$ cat src/rtl/qspim_req_arb.sv
// qspim_req_arb: two-master arbiter in front of qspim_if's single Wishbone burst port.
// Grant is held for a whole burst; a one-cycle GAP forces s_stb_o low between grants.
module qspim_req_arb #(
    parameter int unsigned WB_WIDTH = 32,
    parameter int unsigned TMO_W    = 16
) (
    input  logic                mclk,
    input  logic                rst_n,

    input  logic                m0_stb_i,
    input  logic [WB_WIDTH-1:0] m0_adr_i,
    input  logic                m0_we_i,
    input  logic [WB_WIDTH-1:0] m0_dat_i,
    input  logic [3:0]          m0_sel_i,
    input  logic [9:0]          m0_bl_i,
    input  logic                m0_bry_i,
    output logic [WB_WIDTH-1:0] m0_dat_o,
    output logic                m0_ack_o,
    output logic                m0_lack_o,
    output logic                m0_err_o,

    input  logic                m1_stb_i,
    input  logic [WB_WIDTH-1:0] m1_adr_i,
    input  logic                m1_we_i,
    input  logic [WB_WIDTH-1:0] m1_dat_i,
    input  logic [3:0]          m1_sel_i,
    input  logic [9:0]          m1_bl_i,
    input  logic                m1_bry_i,
    output logic [WB_WIDTH-1:0] m1_dat_o,
    output logic                m1_ack_o,
    output logic                m1_lack_o,
    output logic                m1_err_o,

    output logic                s_stb_o,
    output logic [WB_WIDTH-1:0] s_adr_o,
    output logic                s_we_o,
    output logic [WB_WIDTH-1:0] s_dat_o,
    output logic [3:0]          s_sel_o,
    output logic [9:0]          s_bl_o,
    output logic                s_bry_o,
    input  logic [WB_WIDTH-1:0] s_dat_i,
    input  logic                s_ack_i,
    input  logic                s_lack_i,
    input  logic                s_err_i,

    input  logic                cfg_arb_mode,
    input  logic [TMO_W-1:0]    cfg_tmo,
    input  logic                cfg_fsm_reset,
    output logic [1:0]          arb_gnt,
    output logic [1:0]          arb_state
);

    typedef enum logic [1:0] {
        ST_IDLE = 2'b00,
        ST_BUSY = 2'b01,
        ST_GAP  = 2'b10
    } state_e;

    localparam logic [TMO_W-1:0] TMO_ONE = {{(TMO_W-1){1'b0}}, 1'b1};

    state_e             state_q, state_d;
    logic [1:0]         gnt_q, gnt_d;
    logic               last_q, last_d;     // 1 = M1 held the last completed grant
    logic [TMO_W-1:0]   wdog_q, wdog_d;

    logic               busy;
    logic               gstb;
    logic               expire;
    logic               wdog_err;
    logic               g0, g1;

    always_ff @(posedge mclk or negedge rst_n) begin
        if (!rst_n) begin
            state_q <= ST_IDLE;
            gnt_q   <= '0;
            last_q  <= 1'b1;
            wdog_q  <= '0;
        end else begin
            state_q <= state_d;
            gnt_q   <= gnt_d;
            last_q  <= last_d;
            wdog_q  <= wdog_d;
        end
    end

    always_comb begin
        busy   = (state_q == ST_BUSY);
        gstb   = gnt_q[1] ? m1_stb_i : m0_stb_i;
        expire = (cfg_tmo != '0) && (wdog_q == (cfg_tmo - TMO_ONE)) && !s_ack_i;
        g0     = busy & gnt_q[0];
        g1     = busy & gnt_q[1];
    end

    always_comb begin
        state_d  = state_q;
        gnt_d    = gnt_q;
        last_d   = last_q;
        wdog_d   = wdog_q;
        wdog_err = 1'b0;

        case (state_q)
            ST_IDLE: begin
                if (m0_stb_i || m1_stb_i) begin
                    state_d = ST_BUSY;
                    wdog_d  = '0;
                    if (m0_stb_i && m1_stb_i)
                        gnt_d = (cfg_arb_mode || last_q) ? 2'b01 : 2'b10;
                    else
                        gnt_d = m0_stb_i ? 2'b01 : 2'b10;
                end
            end
            ST_BUSY: begin
                if (s_ack_i)
                    wdog_d = '0;
                else if (wdog_q != '1)
                    wdog_d = wdog_q + TMO_ONE;

                // Exit priority: last-ack, then abort, then watchdog.
                if (s_lack_i) begin
                    last_d  = gnt_q[1];
                    state_d = ST_GAP;
                    gnt_d   = '0;
                end else if (!gstb) begin
                    state_d = ST_GAP;
                    gnt_d   = '0;
                end else if (expire) begin
                    wdog_err = 1'b1;
                    state_d  = ST_GAP;
                    gnt_d    = '0;
                end
            end
            ST_GAP: begin
                state_d = ST_IDLE;
            end
            default: begin
                state_d = ST_IDLE;
                gnt_d   = '0;
            end
        endcase

        if (cfg_fsm_reset) begin
            state_d  = ST_IDLE;
            gnt_d    = '0;
            wdog_d   = '0;
            last_d   = last_q;
            wdog_err = 1'b0;
        end
    end

    always_comb begin
        s_stb_o = 1'b0;
        s_adr_o = '0;
        s_we_o  = 1'b0;
        s_dat_o = '0;
        s_sel_o = '0;
        s_bl_o  = '0;
        s_bry_o = 1'b0;
        if (busy) begin
            s_stb_o = gstb;
            s_adr_o = gnt_q[1] ? m1_adr_i : m0_adr_i;
            s_we_o  = gnt_q[1] ? m1_we_i  : m0_we_i;
            s_dat_o = gnt_q[1] ? m1_dat_i : m0_dat_i;
            s_sel_o = gnt_q[1] ? m1_sel_i : m0_sel_i;
            s_bl_o  = gnt_q[1] ? m1_bl_i  : m0_bl_i;
            s_bry_o = gnt_q[1] ? m1_bry_i : m0_bry_i;
        end

        m0_dat_o  = g0 ? s_dat_i : '0;
        m0_ack_o  = g0 & s_ack_i;
        m0_lack_o = g0 & s_lack_i;
        m0_err_o  = g0 & (s_err_i | wdog_err);
        m1_dat_o  = g1 ? s_dat_i : '0;
        m1_ack_o  = g1 & s_ack_i;
        m1_lack_o = g1 & s_lack_i;
        m1_err_o  = g1 & (s_err_i | wdog_err);

        arb_gnt   = gnt_q;
        arb_state = state_q;
    end

endmodule

$ cat config.mk
export PLATFORM = sky130hd
export DESIGN_NAME = qspim_req_arb
export DESIGN_NICKNAME = d
export VERILOG_FILES = /design/src/rtl/qspim_req_arb.sv
export SDC_FILE = /design/constraint.sdc
export NUM_CORES = 1
export LEC_CHECK = 0
export CAP_MARGIN = 20
export CORE_AREA = 5 5 143 145
export DETAILED_ROUTE_END_ITERATION = 16
export DIE_AREA = 0 0 148 150
export PLACE_DENSITY = 0.6
export SLEW_MARGIN = 40
export SYNTH_ARGS = -nofsm -noshare
export SYNTH_HDL_FRONTEND = slang
export SYNTH_SLANG_ARGS = --single-unit
$ cat constraint.sdc
create_clock -name mclk -period 5.28 [get_ports mclk]
set_clock_uncertainty 0.15 [all_clocks]
set_input_delay 0.528 -clock mclk [delete_from_list [all_inputs] [get_ports mclk]]
set_output_delay 0.528 -clock mclk [all_outputs]
set_load 0.02 [all_outputs]
Yosys cells after proc, flatten, opt, wreduce, memory -nomap -nowiden
Cells that the tools add are included.
- bits of input ports: 217
- register bits: 21
- word-level logic and storage cells: 78
- memory bits (read-only): 0
- bits in writable memories: 0
- latch bits: 0
- memories: 0
- output and inout port bits: 155
- add/sub/neg operators: 2
- reductions and logical operators: 13
- shifts and indexed selects: 0
- muxes and demuxes: 41
- divide/modulo/power cells: 0
- bitwise gates (word level): 10
- multiply operators: 0
- order comparisons: 0
- equality and inequality tests: 8
- operator list (kind ; number):
    $mux 32 ; 6
    $mux 16 ; 4
    $pmux 16 s2 ; 1
    $mux 2 ; 13
    $mux 10 ; 2
    $add 16x1->16 const B ; 1
    $eq 16x16->1 ; 1
    $ne 16x16->1 const B ; 1
    $reduce_bool 16->1 ; 1
    $sub 16x1->16 const B ; 1
    $mux 1 ; 11
    $reduce_and 3->1 ; 3
    $and 1x1->1 ; 8
    $mux 4 ; 2
    $pmux 2 s3 ; 1
    $ne 5x4->1 const B ; 1
    $ne 4x3->1 const B ; 1
    $pmux 2 s2 ; 1
    $logic_and 1x1->1 ; 3
    $ne 3x3->1 const B ; 1
    $reduce_bool 3->1 ; 1
    $eq 2x1->1 const B ; 1
    $eq 2x2->1 const B ; 1
    $logic_not 2->1 ; 1
    6 further kinds ; 7

Depth between registers and ports, before layout
Gate-level depths: netlist of run 1.
- depth after elaboration: 11
- depth in mapped cells: 9
- depth with buffers taken out: 9

Least setup slack after synthesis of run 1
Ideal clock, no wire load.
- kind: in2out
- start point: input port cfg_tmo[0]
- end point: output port m0_err_o
- path buffers: 0
- stages on the path: 9
- setup slack: 2111 ps
- data required time: 4602 ps
- arrival: 2491 ps
- path through: inv_1 -> ha_1 -> or3b_2 -> nor2_1 -> and3_1 -> o22ai_1 -> nor4_2 -> a31oi_1 -> nor2_1
- word-level cells in the longest chain between the ends: 11
- elaborated cells between the ends (all ways): 12
- classes of those cells: add/sub: 1; eq/ne: 1; mux: 5; bitwise: 2; reduce/logical: 3
- ends and longest elaborated chain (element ; line ; RTL):
    from (decl) ; 47 ; input logic [TMO_W-1:0] cfg_tmo,
    $sub 16x1->16 ; 89 ; expire = (cfg_tmo != '0) && (wdog_q == (cfg_tmo - TMO_ONE)) && !s_ack_i;
    $eq 16x16->1 ; 89 ;
    $logic_and 1x1->1 (*) (2 in a row) ; 89 ;
    $mux 1 (*) ; 126 ; end else if (expire) begin
    $mux 1 (*) ; 123 ; end else if (!gstb) begin
    $mux 1 (*) ; 119 ; if (s_lack_i) begin
    $mux 1 (*) ; 101 ; case (state_q)
    $mux 1 (*) ; 141 ; if (cfg_fsm_reset) begin
    $or 1x1->1 (*) ; 171 ; m0_err_o = g0 & (s_err_i | wdog_err);
    $and 1x1->1 (*) ; 171 ;
    to (decl) ; 20 ; output logic m0_err_o,
Every way passes the cells marked *; elsewhere a longest branch is shown, timed or not.

Worst setup path after layout of run 1
- start point: input port cfg_tmo[0]
- end point: output port m1_err_o
- word-level cells in the longest chain between the ends: 11
- elaborated cells between the ends (all ways): 12
- classes of those cells: add/sub: 1; eq/ne: 1; mux: 5; bitwise: 2; reduce/logical: 3
- ends and longest elaborated chain (element ; line ; RTL):
    $sub 16x1->16 ; 89 ;
    $eq 16x16->1 ; 89 ;
    $logic_and 1x1->1 (*) (2 in a row) ; 89 ;
    $mux 1 (*) ; 126 ;
    $mux 1 (*) ; 123 ;
    $mux 1 (*) ; 119 ;
    $mux 1 (*) ; 101 ;
    $mux 1 (*) ; 141 ;
    $or 1x1->1 (*) ; 175 ; m1_err_o = g1 & (s_err_i | wdog_err);
    $and 1x1->1 (*) ; 175 ;
    to (decl) ; 32 ; output logic m1_err_o,
Marked as above.

==> out/metrics.cfg, run 1 <==
[run_status]
outcome = completed

[worst_setup_path]
worstPathRequired_ns = 4.60
crit_chain = clkdlybuf4s50_1, inv_1, ha_1, or3b_2, nor2_1, and3_1, o22ai_1, nor4_2, a31oi_1, nor2_1, clkdlybuf4s50_1
worstSetupPathType = in2out
crit_family = simple AND/OR/NAND/NOR gates
crit_arrival_ns = 3.70
cp_slowest_cell = clkdlybuf4s50_1
slowest_delay_ns = 0.62
r2r_start = arb_state[1]
startpoint_type = input pin
crit_start = cfg_tmo[0]
worst-path-buf-inv = 3
worst-path-max-fanout = 6
end_kind = primary output

[global_routing]
grt_start_max_net_pins = 58
grt_pass1_wl_um = 27500
grt_usage = 0.1592
overflow = 0
antenna_found_initial = 0
grt_pass1_vias = 4539

[yosys]
synth.top_cells.by_area = mux2i_1 (24%), dfrtp_1 (15%), and3_1 (14%), nor2_1 (12%), clkbuf_1 (3.9%)
synthCells = 472
synth-seq-cells = 21
synth.top_cell.area_share = 0.2434
syn-num-nets = 692
synth_warnings = 0
yosys-top-cells-count = nor2_1 (111), mux2i_1 (82), and3_1 (73), clkbuf_1 (35), dfrtp_1 (20)
yosysTopAreaCell = mux2i_1
synth_seq_area_share = 0.1562
synth_most_common_cell = nor2_1
async_reset_ff_frac = 1.000
synth_edf_count = 0
netlist_area_um2 = 3372
ys.flop_type = dfrtp_1
avgSynthCellArea_um2 = 7.144
yosysUniqueCellTypes = 52

[clocking]
clock_path_buffers = 2
clock_sinks = 21
ctsHoldBuffers = 0
cts_max_level = 1
cts.clk_slew.worst_paths_ns = 0.06
cts_buffers = 3
cts_root_buffer = clkbuf_16
cts-resized-gates = 0
post-cts-setup-buffer-count = 0
cts_tree = built
clk_latency_ns = 0.26

[worst_hold_path]
min_path_type = in2async

[final_layout]
area_growth_pct = 119.5
drive_above_1_share = 0.02706
num-nets-final = 1034
insertedDiodeCount = 0

[routing]
drt_iter0_drc = 227
ant_nets = 0
firstDrtPassIters = 4
detail_route.vias_per_cell = 4.511
routedWlPerCell_um = 18.46
drc_errors = 0
routed_wl_um = 19400
vias = 4741

[die]
fp.dieH_um = 150
core_um2 = 19080
fp-row-count = 51
dieArea_um2 = 22200
fp.dieW_um = 148
io_pins = 372
start_util = 0.1767

[pwr]
p_per_area_nw_per_um2 = 135.2
peakVddDrop_v = 0.0001184
p_leak_nw = 2.893
power_mw = 1.001

[placed_design]
hpwl_um = 16700
numPortBuffers = 371
gp_congestion = 0.8815

[sta]
rsz0062_at_grt = false
hold_viol = 0
finalSetupViolations = 0
period_share = 0.8284
whs_ns = 0.08103
fmax_ghz = 0.2286
slew_viol_final = 0
totalNegativeSetupSlack_ns = 0
finalCriticalPeriod_ns = 4.374
slew_headroom = 0.4841
worstMarginPinSlew_ns = 0.7739

[flow_run]
maxCapViolCount = 0

[final timing paths]
check / depth (start not counted) / slack, ns / end
worst max register to register: 6 / 2.68 / wdog_q[10]
min in group mclk: 2 / 0.35 / last_q
worst min-delay path: 1 / 0.08 / wdog_q[13]
max in group asynchronous: 1 / 4.52 / arb_gnt[1]
worst min register to register: 2 / 0.35 / last_q
worst max-delay path: 11 / 0.91 / m1_err_o
[layout by cell type (no fill, tap or decap), types with 3 or more instances in the layout]
cell type and instances:
o21ai_0 8, nor2_1 110, nor3_1 4, mux2i_1 82, a21oi_1 13, dfrtp_1 18
xnor2_1 15, or3_1 3, and2_1 4, and4_1 5, nor4_1 8, nand4b_1 3
and3_1 73, clkbuf_16 3, xor2_1 13, clkdlybuf4s50_1 370, ha_1 3, inv_1 6
nand2_1 16, nand3_1 8
[sequential cells by signal, summed over array words and instances, names as in the netlist]
signal / flops
arb_gnt: 2
arb_state: 2
last_q: 1
wdog_q: 16
[per-layer routing]
| metal | vias to the layer above | routed length, um | global-route usage |
|---|---|---|---|
| met1 | 2102 | 7555 | 0.1849 |
| met3 | 21 | 2142 | 0.05633 |
| li1 | 2360 | - | - |
| met5 | - | 0 | 0 |
| met4 | 0 | 372 | 0.03741 |
| met2 | 258 | 9329 | 0.2809 |
[per-stage QoR]
stage / area [um2] / util / setup slack (ns) / instances
after floorplan: 3372 / - / 2.111 / 472
after global placement: 7256 / 0.3803 / 0.9019 / 1044
after detailed placement: 7317 / 0.3835 / 0.8678 / 1047
after CTS: 7397 / 0.3877 / 0.8718 / 1051
after global routing: 7402 / 0.3880 / 0.6274 / 1051
final: 7402 / 0.3880 / 0.9059 / 1051
[area by class of cell]
class,instances,area (um2)
Multi-Input combinational cell,406,2684
Clock inverter,1,5.005
Inverter,6,22.52
Sequential cell,21,531.8
Tap cell,238,297.8
Fill cell,1969,11680
Clock buffer,3,75.07
Timing Repair Buffer,376,3786
[cells by family after synthesis]
group / after synthesis / synth area share
fa+ha+maj: 3 / 0.01113
compound gates: 41 / 0.07978
xor+xnor: 28 / 0.07273
flops: 21 / 0.1562
buf+inv: 45 / 0.05455
simple gates: 252 / 0.3822
mux: 82 / 0.2434
[power breakdown]
group	switching, mW	total, mW	internal (mW)
logic	0.292	0.640	0.348
registers	0.0278	0.195	0.168
clock network	0.0631	0.165	0.102
[worst register-to-register path, stage by stage (launching register included)]
cell and delay [ns]:
dfrtp_1 0.48, nand2b_4 0.45, nor3_2 0.17, nand4_1 0.16
or4b_1 0.61, or3_1 0.36, a21oi_1 0.14
Note: power is estimated with default switching activity, not from simulation.
==> run 2, diff against run 1 <==
Settings changed: CORE_AREA 5 5 143 145 to 5 5 142 144, DIE_AREA 0 0 148 150 to 0 0 147 149, PLACE_DENSITY 0.6 to 0.63.
Clock period 5.28 ns to 3.99 ns, I/O delays scaled along.
==> out/metrics.cfg, run 2 (synthesis results as in run 1) <==
[routing]
drc_errors = 0  ; unchanged
vias = 4809  ; was 4741
detail_route.vias_per_cell = 4.554  ; was 4.511
routed_wl_um = 20410  ; was 19400 um
routedWlPerCell_um = 19.33  ; was 18.46 um
drt_iter0_drc = 309  ; was 227
firstDrtPassIters = 4  ; unchanged
ant_nets = 0  ; unchanged

[placed_design]
post-place-ws_ns = -0.004206  ; was 0.8678 ns
numPortBuffers = 371  ; unchanged
hpwl_um = 17490  ; was 16700 um
gp_congestion = 0.8840  ; was 0.8815
placed_area_um2 = 7342  ; was 7317 um2

[pwr]
p_int_mw = 0.8136  ; was 0.6175 mW
power.net_switching_mw = 0.5108  ; was 0.3832 mW
power.share.clock = 0.159  ; was 0.165
p_comb_frac = 0.657  ; was 0.640
swShare = 0.3857  ; was 0.3829
seqPwrFrac = 0.184  ; was 0.195
peakVddDrop_v = 0.0001197  ; was 0.0001184 V
p_leak_nw = 2.935  ; was 2.893 nW
p_per_area_nw_per_um2 = 178.1  ; was 135.2 nW/um2

[clocking]
clock_path_buffers = 2  ; unchanged
cts_max_level = 1  ; unchanged
cts.clk_slew.worst_paths_ns = 0.06  ; about the same
clock_sinks = 21  ; unchanged
cts_buffers = 3  ; unchanged
cts_tree = built  ; unchanged
clk_latency_ns = 0.25  ; was 0.26 ns
post-cts-setup-buffer-count = 0  ; unchanged
cts_root_buffer = clkbuf_16  ; unchanged

[global_routing]
overflow = 0  ; unchanged
grt_pass1_wl_um = 29170  ; was 27500 um
grt_pass1_vias = 4718  ; was 4539
antenna_found_initial = 1  ; was 0
grt_start_max_net_pins = 82  ; was 58
grt_usage = 0.1713  ; was 0.1592

[die]
core_um2 = 18580  ; was 19080 um2
start_util = 0.1815  ; was 0.1767
dieArea_um2 = 21900  ; was 22200 um2
fp.dieW_um = 147  ; was 148 um
io_pins = 372  ; unchanged
fp.dieH_um = 149  ; was 150 um
fp-row-count = 50  ; was 51

[worst_setup_path]
startpoint_type = input pin  ; unchanged
r2r_start = arb_state[1]  ; unchanged
end_kind = primary output  ; unchanged
crit_arrival_ns = 3.16  ; was 3.70 ns
crit_family = simple AND/OR/NAND/NOR gates  ; unchanged
worstSetupPathType = in2out  ; unchanged
crit_start = cfg_tmo[0]  ; unchanged
worst-path-buf-inv = 3  ; unchanged
crit_chain = clkdlybuf4s50_1, inv_1, ha_1, nor3b_1, nand4_1, xnor2_1, nand3_1, nor4_2, a31oi_1, nor2_1, dlygate4sd2_1  ; was clkdlybuf4s50_1, inv_1, ha_1, or3b_2, nor2_1, and3_1, o22ai_1, nor4_2, a31oi_1, nor2_1, clkdlybuf4s50_1
worst-path-max-fanout = 4  ; was 6
cp_slowest_cell = nor3b_1  ; was clkdlybuf4s50_1
slowest_delay_ns = 0.49  ; was 0.62 ns
worstPathRequired_ns = 3.44  ; was 4.60 ns

[final_layout]
drive_above_1_share = 0.03650  ; was 0.02706
insertedDiodeCount = 0  ; unchanged
area_growth_pct = 120.6  ; was 119.5%
num-nets-final = 1043  ; was 1034
fillers = 1895  ; was 1969
top_register = wdog_q  ; unchanged
mostFrequentLayoutCells = clkdlybuf4s50_1 (368), nor2_1 (110), mux2i_1 (82)  ; was clkdlybuf4s50_1 (370), nor2_1 (110), mux2i_1 (82)
layout.cells.most_common = clkdlybuf4s50_1  ; unchanged
fin_area_um2 = 7437  ; was 7402 um2
largest_register_ffs = 16  ; unchanged

[sta]
worstMarginPinSlew_ns = 0.8122  ; was 0.7739 ns
slew_viol_final = 0  ; unchanged
finalSetupViolations = 0  ; unchanged
fmax_ghz = 0.2695
hold_viol = 0  ; unchanged
slew_headroom = 0.4574  ; was 0.4841
finalCriticalPeriod_ns = 3.711
period_share = 0.9300
rsz0062_at_grt = false  ; unchanged
setup_ws_ns = 0.2793  ; was 0.9059 ns

[worst_hold_path]
min_path_type = reg2reg  ; was in2async
hold_start = last_q

[run_status]
outcome = completed  ; unchanged

[flow_run]
maxCapViolCount = 0  ; unchanged

run 2: changes by cell type in the layout (fill, tap and decap cells not counted), sizes merged:
cell	change
buf	+8
clkdlybuf4s50	-2
dlygate4sd2	+2
dlygate4sd3	+1
run 2: layout make-up:
class	count	area, um2	share of cell area
clock buffers	3	75.07	0.01009
repair buffers	385	3826	0.5145
inverters	6	22.52	0.003028
clock inverters	1	5.005	0.0006729
multi-input cells	406	2684	0.3609
flip-flops and latches	21	531.8	0.07150
well taps	234	292.8	0.03937
run 2: layer usage:
layer / wire (um) / GRT usage
met5: 7 / 0
met4: 273 / 0.02703
met3: 2489 / 0.05956
met2: 9407 / 0.2980
met1: 8236 / 0.2088
run 2: tightest hold or removal path, cell delays in order (launching register included):
cell	delay (ns)
dfstp_2	0.37
nand2_1	0.04
o21ai_0	0.08
run 2: worst paths after layout:
| kind | end | slack [ns] | depth (start not counted) |
|---|---|---|---|
| hold / removal | last_q | 0.35 | 2 |
| setup / recovery | m1_err_o | 0.28 | 11 |
| max in group asynchronous | arb_gnt[1] | 2.80 | 2 |
| hold reg to reg | last_q | 0.35 | 2 |
| setup reg to reg | wdog_q[8] | 1.33 | 6 |
| min in group asynchronous | wdog_q[7] | 0.50 | 2 |
run 2: power by group through the flow:
stage | registers [mW] | clock network, mW | logic, mW
after floorplan | 0.236 | 0 | 0.378
after global placement | 0.247 | 0 | 0.870
after detailed placement | 0.247 | 0 | 0.870
after CTS | 0.244 | 0.216 | 0.874
after global routing | 0.246 | 0.230 | 0.925
final | 0.244 | 0.211 | 0.870
run 2: repair_timing:
action                                  CTS  global route
endpoints found under the setup margin    2             0
hold buffers                              1             0
hold endpoints to repair                 20             0
gates resized for setup                   2             0
run 2: metrics by stage:
| step | power, mW | instances | setup TNS (ns) | utilization | hold slack [ns] |
|---|---|---|---|---|---|
| detailed placement | 1.118 | 1051 | -0.004206 | 0.3952 | 0.2451 |
| finish | 1.324 | 1056 | 0 | 0.4003 | 0.3509 |
| global placement | 1.118 | 1051 | 0 | 0.3954 | 0.3265 |
| global route | 1.401 | 1056 | 0 | 0.4003 | 0.3670 |
| CTS | 1.334 | 1056 | 0 | 0.3999 | 0.3470 |
| floorplan | 0.6143 | 472 | 0 | - | -0.04659 |
